File: config.mk
export PLATFORM = sky130hd
export DESIGN_NAME = id_ex_reg
export DESIGN_NICKNAME = d
export VERILOG_FILES = /design/src/rtl/id_ex_reg.sv
export SDC_FILE = /design/constraint.sdc
export NUM_CORES = 1
export LEC_CHECK = 0
export CORE_AREA = 2 2 129 131
export CTS_CLUSTER_SIZE = 30
export DETAILED_ROUTE_END_ITERATION = 10
export DIE_AREA = 0 0 131 133
export HOLD_SLACK_MARGIN = 0.06
export PLACE_DENSITY = 0.8
export SLEW_MARGIN = 0
export SYNTH_ARGS = -nofsm -noshare
export SYNTH_HDL_FRONTEND = slang
export SYNTH_SLANG_ARGS = --single-unit
File: constraint.sdc
create_clock -name clk_i -period 4.1 [get_ports clk_i]
set_clock_uncertainty 0.15 [all_clocks]
set_input_delay 0.82 -clock clk_i [delete_from_list [all_inputs] [get_ports clk_i]]
set_output_delay 0.82 -clock clk_i [all_outputs]
set_load 0.01 [all_outputs]
File: src/rtl/id_ex_reg.sv
`default_nettype none
// ============================================================================
// Module      : id_ex_reg
// Description : ID/EX pipeline register with stall (hold), flush (bubble) and
//               a saturating count of bubbles that displaced a real instruction.
// Revision    : 1.0  initial release
// ============================================================================
module id_ex_reg #(
    parameter int DATA_WIDTH = 32,
    parameter int REG_ADDR_W = 5,
    parameter int ALU_OP_W   = 4
) (
    input  logic                  clk_i,
    input  logic                  rst_i,
    input  logic                  stall_i,
    input  logic                  flush_i,
    input  logic                  id_valid_i,
    input  logic [DATA_WIDTH-1:0] id_pc_i,
    input  logic [DATA_WIDTH-1:0] id_rs1_data_i,
    input  logic [DATA_WIDTH-1:0] id_rs2_data_i,
    input  logic [DATA_WIDTH-1:0] id_imm_i,
    input  logic [REG_ADDR_W-1:0] id_rs1_addr_i,
    input  logic [REG_ADDR_W-1:0] id_rs2_addr_i,
    input  logic [REG_ADDR_W-1:0] id_rd_addr_i,
    input  logic [ALU_OP_W-1:0]   id_alu_op_i,
    input  logic                  id_alu_src_b_i,
    input  logic                  id_mem_read_i,
    input  logic                  id_mem_write_i,
    input  logic                  id_reg_write_i,
    input  logic [1:0]            id_wb_sel_i,
    input  logic                  id_branch_i,
    input  logic                  id_jump_i,
    output logic                  ex_valid_o,
    output logic [DATA_WIDTH-1:0] ex_pc_o,
    output logic [DATA_WIDTH-1:0] ex_rs1_data_o,
    output logic [DATA_WIDTH-1:0] ex_rs2_data_o,
    output logic [DATA_WIDTH-1:0] ex_imm_o,
    output logic [REG_ADDR_W-1:0] ex_rs1_addr_o,
    output logic [REG_ADDR_W-1:0] ex_rs2_addr_o,
    output logic [REG_ADDR_W-1:0] ex_rd_addr_o,
    output logic [ALU_OP_W-1:0]   ex_alu_op_o,
    output logic                  ex_alu_src_b_o,
    output logic                  ex_mem_read_o,
    output logic                  ex_mem_write_o,
    output logic                  ex_reg_write_o,
    output logic [1:0]            ex_wb_sel_o,
    output logic                  ex_branch_o,
    output logic                  ex_jump_o,
    output logic [15:0]           bubble_cnt_o
);

    localparam logic [15:0] C_CNT_MAX = 16'hFFFF;

    logic                  valid_d,     valid_q;
    logic [DATA_WIDTH-1:0] pc_d,        pc_q;
    logic [DATA_WIDTH-1:0] rs1_data_d,  rs1_data_q;
    logic [DATA_WIDTH-1:0] rs2_data_d,  rs2_data_q;
    logic [DATA_WIDTH-1:0] imm_d,       imm_q;
    logic [REG_ADDR_W-1:0] rs1_addr_d,  rs1_addr_q;
    logic [REG_ADDR_W-1:0] rs2_addr_d,  rs2_addr_q;
    logic [REG_ADDR_W-1:0] rd_addr_d,   rd_addr_q;
    logic [ALU_OP_W-1:0]   alu_op_d,    alu_op_q;
    logic                  alu_src_b_d, alu_src_b_q;
    logic                  mem_read_d,  mem_read_q;
    logic                  mem_write_d, mem_write_q;
    logic                  reg_write_d, reg_write_q;
    logic [1:0]            wb_sel_d,    wb_sel_q;
    logic                  branch_d,    branch_q;
    logic                  jump_d,      jump_q;
    logic [15:0]           bubble_cnt_d, bubble_cnt_q;

    always_comb begin
        valid_d      = valid_q;
        pc_d         = pc_q;
        rs1_data_d   = rs1_data_q;
        rs2_data_d   = rs2_data_q;
        imm_d        = imm_q;
        rs1_addr_d   = rs1_addr_q;
        rs2_addr_d   = rs2_addr_q;
        rd_addr_d    = rd_addr_q;
        alu_op_d     = alu_op_q;
        alu_src_b_d  = alu_src_b_q;
        mem_read_d   = mem_read_q;
        mem_write_d  = mem_write_q;
        reg_write_d  = reg_write_q;
        wb_sel_d     = wb_sel_q;
        branch_d     = branch_q;
        jump_d       = jump_q;
        bubble_cnt_d = bubble_cnt_q;

        if (flush_i) begin
            // Bubble counts only when it displaces a real instruction.
            if ((valid_q || id_valid_i) && (bubble_cnt_q != C_CNT_MAX)) begin
                bubble_cnt_d = bubble_cnt_q + 16'd1;
            end
            valid_d     = 1'b0;
            pc_d        = '0;
            rs1_data_d  = '0;
            rs2_data_d  = '0;
            imm_d       = '0;
            rs1_addr_d  = '0;
            rs2_addr_d  = '0;
            rd_addr_d   = '0;
            alu_op_d    = '0;
            alu_src_b_d = 1'b0;
            mem_read_d  = 1'b0;
            mem_write_d = 1'b0;
            reg_write_d = 1'b0;
            wb_sel_d    = '0;
            branch_d    = 1'b0;
            jump_d      = 1'b0;
        end else if (!stall_i) begin
            valid_d     = id_valid_i;
            pc_d        = id_pc_i;
            rs1_data_d  = id_rs1_data_i;
            rs2_data_d  = id_rs2_data_i;
            imm_d       = id_imm_i;
            rs1_addr_d  = id_rs1_addr_i;
            rs2_addr_d  = id_rs2_addr_i;
            rd_addr_d   = id_rd_addr_i;
            alu_op_d    = id_alu_op_i;
            alu_src_b_d = id_alu_src_b_i;
            wb_sel_d    = id_wb_sel_i;
            // An invalid slot must never commit architectural side effects.
            mem_read_d  = id_mem_read_i  & id_valid_i;
            mem_write_d = id_mem_write_i & id_valid_i;
            reg_write_d = id_reg_write_i & id_valid_i;
            branch_d    = id_branch_i    & id_valid_i;
            jump_d      = id_jump_i      & id_valid_i;
        end
    end

    always_ff @(posedge clk_i) begin
        if (rst_i) begin
            valid_q      <= 1'b0;
            pc_q         <= '0;
            rs1_data_q   <= '0;
            rs2_data_q   <= '0;
            imm_q        <= '0;
            rs1_addr_q   <= '0;
            rs2_addr_q   <= '0;
            rd_addr_q    <= '0;
            alu_op_q     <= '0;
            alu_src_b_q  <= 1'b0;
            mem_read_q   <= 1'b0;
            mem_write_q  <= 1'b0;
            reg_write_q  <= 1'b0;
            wb_sel_q     <= '0;
            branch_q     <= 1'b0;
            jump_q       <= 1'b0;
            bubble_cnt_q <= '0;
        end else begin
            valid_q      <= valid_d;
            pc_q         <= pc_d;
            rs1_data_q   <= rs1_data_d;
            rs2_data_q   <= rs2_data_d;
            imm_q        <= imm_d;
            rs1_addr_q   <= rs1_addr_d;
            rs2_addr_q   <= rs2_addr_d;
            rd_addr_q    <= rd_addr_d;
            alu_op_q     <= alu_op_d;
            alu_src_b_q  <= alu_src_b_d;
            mem_read_q   <= mem_read_d;
            mem_write_q  <= mem_write_d;
            reg_write_q  <= reg_write_d;
            wb_sel_q     <= wb_sel_d;
            branch_q     <= branch_d;
            jump_q       <= jump_d;
            bubble_cnt_q <= bubble_cnt_d;
        end
    end

    assign ex_valid_o     = valid_q;
    assign ex_pc_o        = pc_q;
    assign ex_rs1_data_o  = rs1_data_q;
    assign ex_rs2_data_o  = rs2_data_q;
    assign ex_imm_o       = imm_q;
    assign ex_rs1_addr_o  = rs1_addr_q;
    assign ex_rs2_addr_o  = rs2_addr_q;
    assign ex_rd_addr_o   = rd_addr_q;
    assign ex_alu_op_o    = alu_op_q;
    assign ex_alu_src_b_o = alu_src_b_q;
    assign ex_mem_read_o  = mem_read_q;
    assign ex_mem_write_o = mem_write_q;
    assign ex_reg_write_o = reg_write_q;
    assign ex_wb_sel_o    = wb_sel_q;
    assign ex_branch_o    = branch_q;
    assign ex_jump_o      = jump_q;
    assign bubble_cnt_o   = bubble_cnt_q;

endmodule
`default_nettype wire

==> results of run 1 <==
-- state kept, by name, summed over array words and instances (netlist names) --
register,count
ex_mem_read_o,1
ex_rs1_addr_o,5
ex_alu_op_o,4
ex_alu_src_b_o,1
ex_mem_write_o,1
ex_jump_o,1
ex_reg_write_o,1
ex_rs1_data_o,32
ex_pc_o,32
ex_branch_o,1
ex_rs2_data_o,32
bubble_cnt_o,16
ex_valid_o,1
ex_wb_sel_o,2
ex_imm_o,32
ex_rd_addr_o,5
ex_rs2_addr_o,5
-- area by class of cell --
class	count	area (um^2)	area share
flip-flops and latches	172	3440	0.331
repair buffers	338	3420	0.329
multi-input cells	391	2650	0.254
clock buffers	18	429	0.0413
well taps	220	275	0.0265
clock inverters	14	181	0.0174
inverters	1	3.75	0.000361
diodes	1	2.50	0.000241
-- per-layer routing --
metal  routed length, um  track usage
met5                   0            0
met4                 343       0.0691
met3                2200       0.0999
met2                8210        0.323
met1                7060        0.215
-- final timing paths --
| kind | startpoint | end | slack (ns) | depth (start not counted) |
|---|---|---|---|---|
| setup / recovery | bubble_cnt_o[3] | bubble_cnt_o[3] | 1.65 | 1 |
| hold / removal | ex_rs2_data_o[8] | ex_rs2_data_o[8] | 0.34 | 2 |
| setup reg to reg | bubble_cnt_o[0] | bubble_cnt_o[10] | 2.11 | 5 |
| hold reg to reg | ex_rs2_data_o[8] | ex_rs2_data_o[8] | 0.34 | 2 |
-- Yosys cell counts, drive strengths merged, types with 5 or more instances --
cell type / n
dfxtp: 172
nor2: 160
mux2i: 150
clkbuf: 21
buf: 19
a21oi: 13
o31ai: 8
or3: 7
nand3: 6
o21ai: 6
or4: 6
a22oi: 5
nand2: 5
-- per-stage QoR --
stage               instances  cell area, um^2  power, uW
global placement         1122             9790       2260
finish                   1155            10400       3890
global route             1155            10400       4040
CTS                      1154            10400       3930
floorplan                 604             6250       1970
detailed placement       1122             9790       2260
-- cells by family (layout without fill, tap and decap cells) --
| family | Yosys count | in the layout | synth area share |
|---|---|---|---|
| adder cells (fa/ha/maj) | 1 | 1 | 0.00200 |
| other | 0 | 1 | 0 |
| AO/OA/AOI/OAI | 37 | 37 | 0.0380 |
| multiplexers | 152 | 152 | 0.244 |
| flip-flops | 172 | 172 | 0.551 |
| buffers and inverters | 41 | 371 | 0.0262 |
| AND/OR/NAND/NOR | 201 | 201 | 0.139 |
-- layout by cell type (no fill, tap or decap), types with 5 or more instances in the layout --
| master | instances |
|---|---|
| o31ai_1 | 8 |
| nor2_1 | 160 |
| dfxtp_1 | 172 |
| or4_1 | 6 |
| a21oi_1 | 13 |
| clkbuf_16 | 17 |
| nand2_1 | 5 |
| mux2i_1 | 150 |
| clkdlybuf4s50_1 | 330 |
| nand3_1 | 6 |
| or3_1 | 7 |
| a22oi_1 | 5 |
-- report_power, final --
group          internal, uW  leakage (uW)  switching [uW]  total, uW
combinational           298       0.00249             177        475
clock                   972      0.000290             694       1670
sequential             1720       0.00140            25.5       1750
==> impl_metrics.csv, run 1 <==
group,metric,value,unit
detailed_routing,totalWireLength,17800,um
worst_setup_path,required,3.13,ns
sta,timing.final.ws_setup,1.65,ns
layout,synthToLayoutAreaGrowth,66.4,%
status,outcome,"complete, no violations",
power,vdd_drop_max,248,uV
detailed_routing,vias,5368,
placed_design,dp_slack,1.25,ns
cts,cts_tree,"done",
detailed_routing,drc_errors,0,
synthesis,synth_area_leaders,"dfxtp_1, mux2i_1, nor2_1",
sta,fin_setup_tns,0,ns
sta,finalSetupViolCount,0,
cts,cts_resized,0,
floorplan,io_pins,332,
placed_design,hpwlAfterDp,13000,um
synthesis,ys_types,35,
worst_setup_path,path_class,"flip-flop to primary output",
cts,cts_sinks,172,
layout,nets,1082,
floorplan,die_h,133,um
worst_setup_path,arrival,1.48,ns
worst_setup_path,cp_cell_sequence,"clkdlybuf4s50_1",
worst_setup_path,crit_path_start_kind,"flip-flop",
global_route,grt_max_degree,69,
synthesis,yosysSeqAreaShare,0.551,
cts,post_cts_buffers,0,
sta,worst_slew_pin_slew,0.657,ns
cts,h-tree-depth,4,
layout,fillCellCount,1332,
worst_setup_path,end_kind,"primary output",
global_route,grt_pass1_wl,26400,um
sta,hold_viol_final,0,
worst_setup_path,crit_buf_inv,1,
cts,cts_inserted_buffers,17,
placed_design,gp_congestion,0.795,
power,leakagePower,0.00418,uW
layout,final_util,0.643,
cts,root_buffer,"clkbuf_16",
synthesis,syn_nets,765,
sta,rsz0062_at_grt,"no",
run,drv_cap,0,
min_path,hp-class,"flip-flop to flip-flop",
cts,clk_latency,0.41,ns
synthesis,syn_area_per_cell,10.3,um^2
floorplan,die_x,131,um
detailed_routing,firstDrtPassIters,4,
global_route,antenna_found_initial,1,
floorplan,core-area,16200,um^2
synthesis,syn-cell-area,6250,um^2
cts,cts_buffer_depth,2,
detailed_routing,drt.antenna.violating_nets,0,
worst_setup_path,slowest_stage,"clkdlybuf4s50_1",
detailed_routing,vias_per_cell,4.65,
synthesis,ys_ff_latch,172,
worst_setup_path,path_max_fanout,8,
synthesis,yosysWarnings,0,
sta,holdWs,0.341,ns
synthesis,synth_ff_type,"dfxtp_1",
sta,fin_crit,2.45,ns
synthesis,yosysTopAreaCell,"dfxtp_1",
synthesis,synth_edf_count,0,
cts,holdBufCountCts,0,
layout,layout-drive-gt1-share,0.0471,
worst_setup_path,cpLargestDelayFamily,"buffers and inverters",
synthesis,synth_async_sr_flop_share,0,
global_route,grtUsageTotal,0.196,
floorplan,start_util,0.387,
placed_design,portBuffers,331,
floorplan,rows,47,
synthesis,synth_top_area_share,0.551,
sta,slew_headroom,0.562,
sta,drv_slew,0,
worst_setup_path,slowest_delay,0.60,ns
cts,clkTransAtPathRegs,0.06,ns
global_route,grt_pass1_vias,5162,
sta,finalCritPeriodShare,0.599,
sta,fmax,407,MHz
detailed_routing,initialDrtViolationCount,195,
synthesis,postSynthCellCount,604,
detailed_routing,avgRoutedWirePerCell,15.4,um
floorplan,die_area,17400,um^2
power,power_density,374,nW/um^2
global_route,grt_overflow_total,0,
Note: power is estimated with default switching activity, not from simulation.
==> inputs of run 2 (changes only) <==
Settings changed: CORE_AREA 2 2 129 131 to not set, CORE_UTILIZATION set to 39, DIE_AREA 0 0 131 133 to not set.
Clock period 4.1 ns to 2.4 ns, I/O delays scaled along.
==> impl_metrics.csv, run 2 (synthesis gave the netlist of run 1 again) <==
group,metric,value,unit
cts,cts_sinks,172,
worst_setup_path,arrival,1.47,ns
sta,rsz0062_at_grt,"no",
worst_setup_path,cp_cell_sequence,"clkdlybuf4s50_1",
layout,layout.cells.non_filler,1152,
global_route,grt_overflow_total,0,
worst_setup_path,r2r-end,"bubble_cnt_o[10]",
sta,timing.final.ws_setup,0.300,ns
cts,holdBufCountCts,0,
power,power,6490,uW
placed_design,gp_congestion,0.729,
worst_setup_path,reg2reg_from,"bubble_cnt_o[0]",
detailed_routing,vias,5421,
cts,clk_latency,0.41,ns
sta,fin_setup_tns,0,ns
power,leakagePower,0.00421,uW
detailed_routing,drt.antenna.violating_nets,0,
sta,hold_viol_final,0,
layout,layout_commonest_cell,"clkdlybuf4s50_1",
detailed_routing,drc_errors,0,
cts,clkTransAtPathRegs,0.06,ns
placed_design,dp.cells,1121,
sta,drv_slew,0,
layout,final_util,0.676,
power,clockPowerShare,0.413,
detailed_routing,route.met2.wl,8860,um
worst_setup_path,crit_path_start_kind,"flip-flop",
placed_design,hpwlAfterDp,13100,um
layout,antennaDiodeCount,0,
detailed_routing,firstDrtPassIters,4,
floorplan,die_x,129,um
min_path,worstHoldPathCells,2,
power,share_comb_of_total_power,0.127,
floorplan,io_pins,332,
worst_setup_path,required,1.77,ns
detailed_routing,wl_met3,1960,um
worst_setup_path,end_kind,"primary output",
worst_setup_path,path_max_fanout,8,
global_route,grt_max_degree,89,
power,switching_share,0.223,
cts,cts_buffer_depth,2,
worst_setup_path,slowest_stage,"clkdlybuf4s50_1",
cts,root_buffer,"clkbuf_16",
worst_setup_path,crit_buf_inv,1,
placed_design,dp_slack,0.0387,ns
global_route,antenna_found_initial,0,
sta,fin_crit,2.10,ns
sta,fmax,476,MHz
worst_setup_path,slowest_delay,0.59,ns
global_route,grt_pass1_wl,27400,um
worst_setup_path,path_class,"flip-flop to primary output",
min_path,hold_start,"ex_rs1_addr_o[1]",
sta,worst_slew_pin_slew,0.509,ns
detailed_routing,vias_per_cell,4.71,
power,seqPwrFrac,0.460,
cts,cts_resized,0,
cts,h-tree-depth,4,
floorplan,die_area,16500,um^2
cts,cts_tree,"done",
layout,fillCellCount,1230,
detailed_routing,routed.top_layer,"met4",
run,drv_cap,0,
layout,layout-drive-gt1-share,0.0531,
layout,nets,1090,
floorplan,rows,45,
layout,synthToLayoutAreaGrowth,66.8,%
min_path,hold_end,"ex_rs1_addr_o[1]",
cts,cts_inserted_buffers,17,
power,vdd_drop_max,691,uV
worst_setup_path,reg2reg_slack,0.39,ns
floorplan,start_util,0.405,
layout,final_cell_mix,"clkdlybuf4s50_1, dfxtp_1, nor2_1, mux2i_1, clkbuf_16",
sta,finalCritPeriodShare,0.875,
worst_setup_path,cpLargestDelayFamily,"buffers and inverters",
floorplan,core-area,15400,um^2
cts,post_cts_buffers,0,
sta,slew_headroom,0.660,
detailed_routing,initialDrtViolationCount,256,
status,outcome,"complete, no violations",
power,power_density,622,nW/um^2
power,switching_power,1440,uW
sta,finalSetupViolCount,0,
global_route,grtUsageTotal,0.216,
placed_design,portBuffers,331,
min_path,hp-class,"flip-flop to flip-flop",
detailed_routing,avgRoutedWirePerCell,15.6,um
worst_setup_path,r2r_cells,5,
detailed_routing,totalWireLength,18000,um
detailed_routing,met1_length,6950,um
global_route,grt_pass1_vias,5315,
power,p_int,5040,uW
floorplan,die_h,129,um
-- run 2: cell count changes in the layout (fill, tap and decap cells not counted), sizes merged --
cell / before / now
buf: 7 / 15
bufinv: 3 / 2
clkinv: 3 / 5
diode: 1 / 0
inv: 6 / 2
clkinvlp: 3 / 2
clkbuf: 19 / 22
-- run 2: area by class of cell --
cell class,instances,area [um^2],share of cell area
clock buffer,21,460,0.0442
sequential,172,3440,0.330
multi-input combinational,391,2650,0.254
tap,211,264,0.0253
timing repair buffer,346,3490,0.335
clock inverter,10,116,0.0112
inverter,1,3.75,0.000360
-- run 2: how the worst max path moves through the flow --
stage | start | end | slack [ns] | cells past startpoint
4_1_cts | bubble_cnt_o[2] | bubble_cnt_o[2] | 0.27 | 1
2_1_floorplan | bubble_cnt_o[0] | bubble_cnt_o[1] | 0.52 | 6
5_1_grt | bubble_cnt_o[2] | bubble_cnt_o[2] | 0.23 | 1
6_report | bubble_cnt_o[2] | bubble_cnt_o[2] | 0.30 | 1
3_3_place_gp | id_valid_i | bubble_cnt_o[13] | 0.07 | 5
3_5_place_dp | id_valid_i | bubble_cnt_o[13] | 0.04 | 5
-- run 2: through the flow --
| step | instance area [um^2] | hold WS [ns] |
|---|---|---|
| 6_report | 10400 | 0.342 |
| 5_1_grt | 10400 | 0.365 |
| 4_1_cts | 10400 | 0.347 |
| 3_5_place_dp | 9850 | 0.331 |
| 3_3_place_gp | 9850 | 0.323 |
| 2_1_floorplan | 6250 | 0.371 |
-- run 2: power groups by stage --
stage	registers (uW)	clock network, uW	logic (uW)
floorplan	3090	0	280
global placement	3040	0	818
detailed placement	3050	0	824
CTS	2990	2750	832
global route	2990	2850	888
finish	2990	2680	825
-- run 2: routing by layer --
layer  GRT usage  up-vias
met2       0.381      205
met5           0        -
li1            -     2715
met3       0.102       15
met4      0.0581        0
met1       0.230     2486
-- run 2: worst min-delay path, delay by kind of cell (launching register included) --
family / cells / cell delay (ns)
mux: 1 / 0.07
flops: 1 / 0.32
simple gates: 1 / 0.07
